File: src/rtl/aes_round_ctrl.sv
// AES round sequencer: walks load, key fetch, AddRoundKey, SubBytes and
// MixColumns for NR rounds, with abort and key-stall handling.
module aes_round_ctrl #(
   parameter int NR = 10
) (
   input  logic       clk,
   input  logic       rst,
   input  logic       start,
   input  logic       abort,
   input  logic       key_valid,
   output logic       key_req,
   output logic [3:0] round_num,
   output logic       ld_state,
   output logic       sub_en,
   output logic       mix_en,
   output logic       mix_bypass,
   output logic       ark_en,
   output logic       busy,
   output logic       done
);

   typedef enum logic [2:0] {
      S_IDLE,
      S_LOAD,
      S_KEY,
      S_ARK,
      S_SUB,
      S_MIX,
      S_DONE
   } state_t;

   localparam logic [3:0] LP_NR = 4'(NR);

   state_t     r_state;
   state_t     w_next;
   logic [3:0] r_round;
   logic       w_last;

   assign w_last = (r_round == LP_NR);

   always_ff @(posedge clk or posedge rst) begin
      if (rst) begin
         r_state <= S_IDLE;
         r_round <= 4'd0;
      end else begin
         r_state <= w_next;
         if (w_next == S_IDLE || w_next == S_LOAD)
            r_round <= 4'd0;
         else if (r_state == S_ARK && w_next == S_SUB)
            r_round <= r_round + 4'd1;
      end
   end

   // abort overrides every transition, including the IDLE start check
   always_comb begin
      w_next = r_state;
      if (abort) begin
         w_next = S_IDLE;
      end else begin
         case (r_state)
            S_IDLE: if (start) w_next = S_LOAD;
            S_LOAD: w_next = S_KEY;
            S_KEY:  if (key_valid) w_next = S_ARK;
            S_ARK:  w_next = w_last ? S_DONE : S_SUB;
            S_SUB:  w_next = w_last ? S_KEY : S_MIX;
            S_MIX:  w_next = S_KEY;
            S_DONE: w_next = S_IDLE;
            default: w_next = S_IDLE;
         endcase
      end
   end

   always_comb begin
      key_req    = 1'b0;
      ld_state   = 1'b0;
      sub_en     = 1'b0;
      mix_en     = 1'b0;
      mix_bypass = 1'b0;
      ark_en     = 1'b0;
      done       = 1'b0;
      busy       = (r_state != S_IDLE);
      case (r_state)
         S_LOAD: ld_state = 1'b1;
         S_KEY: begin
            key_req    = 1'b1;
            mix_bypass = w_last;
         end
         S_ARK: begin
            ark_en     = 1'b1;
            mix_bypass = w_last;
         end
         S_SUB:  sub_en = 1'b1;
         S_MIX:  mix_en = 1'b1;
         S_DONE: done   = 1'b1;
         default: ;
      endcase
   end

   assign round_num = r_round;

endmodule

File: config.mk
export PLATFORM = sky130hd
export DESIGN_NAME = aes_round_ctrl
export DESIGN_NICKNAME = d
export VERILOG_FILES = /design/src/rtl/aes_round_ctrl.sv
export SDC_FILE = /design/constraint.sdc
export NUM_CORES = 1
export LEC_CHECK = 0
export ABC_CLOCK_PERIOD_IN_PS = 1810
export CAP_MARGIN = 20
export CELL_PAD_IN_SITES_DETAIL_PLACEMENT = 1
export CELL_PAD_IN_SITES_GLOBAL_PLACEMENT = 1
export CORE_MARGIN = 5
export CORE_UTILIZATION = 32
export DETAILED_ROUTE_END_ITERATION = 12
export PLACE_DENSITY_LB_ADDON = 0.25
export SLEW_MARGIN = 25
export SYNTH_ARGS = -nofsm -noshare
export SYNTH_HDL_FRONTEND = slang
export SYNTH_SLANG_ARGS = --single-unit
File: constraint.sdc
create_clock -name clk -period 1.81 [get_ports clk]
set_input_delay 0.362 -clock clk [delete_from_list [all_inputs] [get_ports clk]]
set_output_delay 0.362 -clock clk [all_outputs]
set_load 0.01 [all_outputs]
==> flow_summary.toml <==
[grt]
first_global_vias = 562
antenna_found_initial = 0
overflow = 0
grt_max_degree = 11
grt.total_usage_pct = 13.12
grt_pass1_wl_mm = 2.580

[timing]
finClkSkew_ns = 0.006077
final_hold_viol_count = 0
slew_headroom_pct = 79.61
layout_setup_ws_ns = 0.04788
max_freq_ghz = 0.5675
finalSetupViolCount = 0
min_period_ns = 1.762
period_share_pct = 97.35
tightest_slew_ns = 0.3056
slew_violations = 0

[floorplanning]
rows = 14
die_y_um = 50.09
start_util_pct = 33.74
core_sq_um = 1524
dieArea_sq_um = 2509
die_x_um = 50.09
ios = 17

[worst_setup_path]
crit_required_ns = 1.45
cp.arrival_ns = 1.40
critPathTopFamily = "flip-flops"
critPathKind = "reg2out"
r2r_setup_slack_ns = 0.40
critical_path.cell_chain = "or3_1, dlygate4sd2_1"
rr_worst_depth = 6
r2r_end = "r_state[1]"
path_buf_inv = 1
cp_max_fo = 9
slowest_stage = "dfrtp_2"
r2r_start = "round_num[0]"
worst-path-stages = 2
crit_path_end_kind = "output pin"
cp-start-kind = "flip-flop"
slowest_delay_ns = 0.45

[detailed_routing]
wl_mm = 1.543
vias = 521
drtIter0Drc = 8
antenna_left = 0
drcViolationCount = 0
avgRoutedWirePerCell_um = 15.59
avgViaCountPerCell = 5.263
dr.pass1.iters = 4

[yosys]
synth_top_area_share_pct = 34.06
yosys-top-cells-area = "dfrtp_1 34%, a41oi_4 5.4%, ha_1 4.9%"
ys_ff_latch = 7
synthXorXnorAreaFrac_pct = 0
synth_compound_area_share_pct = 23.84
synth_fa_ha_area_share_pct = 4.866
synth.distinct_cells = 28
synthMostInstantiatedCell = "dfrtp_1"
syn_nets = 61
ys_warn_count = 0
synth_edf_count = 0
synth.largest_area_cell = "dfrtp_1"
syn-cell-area_sq_um = 514.2
synth_top_family_by_area = "simple AND/OR/NAND/NOR gates"
synth.area.mux_share_pct = 2.190
synthSimpleGateAreaFrac_pct = 26.03
ys_async_sr_fraction_pct = 100.0
synth_area_per_cell_sq_um = 9.523
synth_common_cells = "7 x dfrtp_1, 6 x nand2_1, 6 x nor2_1, 4 x a21oi_1, 3 x inv_1"
dominantRegCellSynth = "dfrtp_1"
syn_inst = 54
seq_area_frac_synth_pct = 34.06

[final_layout]
final_core_util_pct = 51.07
fillCellCount = 177
area_growth_pct = 51.34
fin_cells = 99
diodes = 0
nets = 91
drive_gt1_share_pct = 27.71

[clocking]
clk_latency_ns = 0.25
clkTransAtPathRegs_ns = 0.06
cts_buffers = 3
cts_buffer_depth = 2
clock-sinks = 7
cts_tree = "yes"
clock-root-buffer = "clkbuf_4"
cts_htree_levels = 1

[placed_design]
dpl.cell_count = 92
dp_slack_ns = 0.06129
hpwlAfterDp_mm = 1.168
gp_congestion = 0.8739
port_buffers = 16

[status]
status = "finished, final reports clean"

[power]
p_leak_nw = 0.3569
powerDensity_nw_per_um2 = 550.3
finalPower_uw = 428.3
ir_drop_mv = 0.2306

[worst_hold_path]
hp-class = "in2async"

[job]
max_cap_violations = 0
-- worst max-delay path by stage --
| stage | start | to | slack (ns) |
|---|---|---|---|
| finish | r_state[2] | busy | 0.05 |
| global route | r_state[1] | sub_en | -0.01 |
| CTS | r_state[2] | busy | 0.03 |
| detailed placement | round_num[0] | mix_bypass | 0.06 |
| global placement | r_state[1] | sub_en | 0.07 |
| floorplan | round_num[0] | mix_bypass | 0.35 |
-- sequential cells by signal, indices dropped and copies added (netlist names) --
name,count
round_num,4
r_state,3
-- cells by family after synthesis --
kind of cell    after synthesis
simple gates                 24
mux                           1
flops                         7
compound gates               13
buf+inv                       7
fa+ha+maj                     2
-- layout by cell type (no fill, tap or decap), drive strengths merged, types with 2 or more instances in the layout --
cell           netlist  layout
inv                  3       3
clkdlybuf4s15        0       2
nand2                6       6
dfrtp                7       7
o31ai                2       2
ha                   2       2
clkbuf               0       4
clkdlybuf4s50        0       8
nor2                 6       6
a21oi                4       4
nand2b               2       2
and3b                2       2
nor3b                2       2
dlygate4sd2          0       6
buf                  4      13
o211ai               2       2
-- per-stage QoR --
| stage | instance area (sq um) | TNS, ns | hold WS (ns) |
|---|---|---|---|
| 6_report | 778.2 | 0 | 0.3566 |
| 3_5_place_dp | 734.5 | 0 | 0.5864 |
| 2_1_floorplan | 514.2 | 0 | 0.1654 |
| 4_1_cts | 768.2 | 0 | 0.3664 |
| 3_3_place_gp | 734.5 | 0 | 0.5643 |
| 5_1_grt | 778.2 | -0.01261 | 0.3781 |
-- layout make-up --
type                       instances  area [sq um]  share of cell area, %
timing repair buffer              29         250.2                  32.15
multi-input combinational         40         292.8                  37.62
clock buffer                       4         26.28                  3.376
sequential                         7         177.7                  22.83
tap                               16         20.02                  2.572
inverter                           3         11.26                  1.447
-- where the power goes --
group	internal, mW	switching (mW)	total, mW
logic	0.0563	0.0557	0.112
clock network	0.0843	0.0595	0.144
registers	0.163	0.00948	0.173
total	0.304	0.125	0.428
-- per-layer routing --
metal / global-route usage [%] / vias to the layer above / part of all wire (%) / routed length, um
li1: - / 253 / - / -
met1: 16.18 / 252 / 48 / 734
met2: 21.76 / 14 / 47 / 724
met3: 1.807 / 2 / 4.1 / 63
met4: 6.550 / 0 / 1.2 / 19
met5: 0 / - / 0 / 0
-- timing repair --
| action | 4_1_cts | 5_1_grt |
|---|---|---|
| gates cloned | 0 | 0 |
| resized for setup | 10 | 2 |
| hold buffers | 0 | 0 |
| endpoints found under the setup margin | 8 | 3 |
| setup buffers | 2 | 1 |
-- worst register-to-register path: cells and delay by family, from the launching register on --
family	cells	cell delay [ns]
adder cells (fa/ha/maj)	1	0.17
flip-flops	1	0.39
AND/OR/NAND/NOR	1	0.11
buffers and inverters	2	0.28
AO/OA/AOI/OAI	2	0.35
Power figures use the tool's default switching activity.
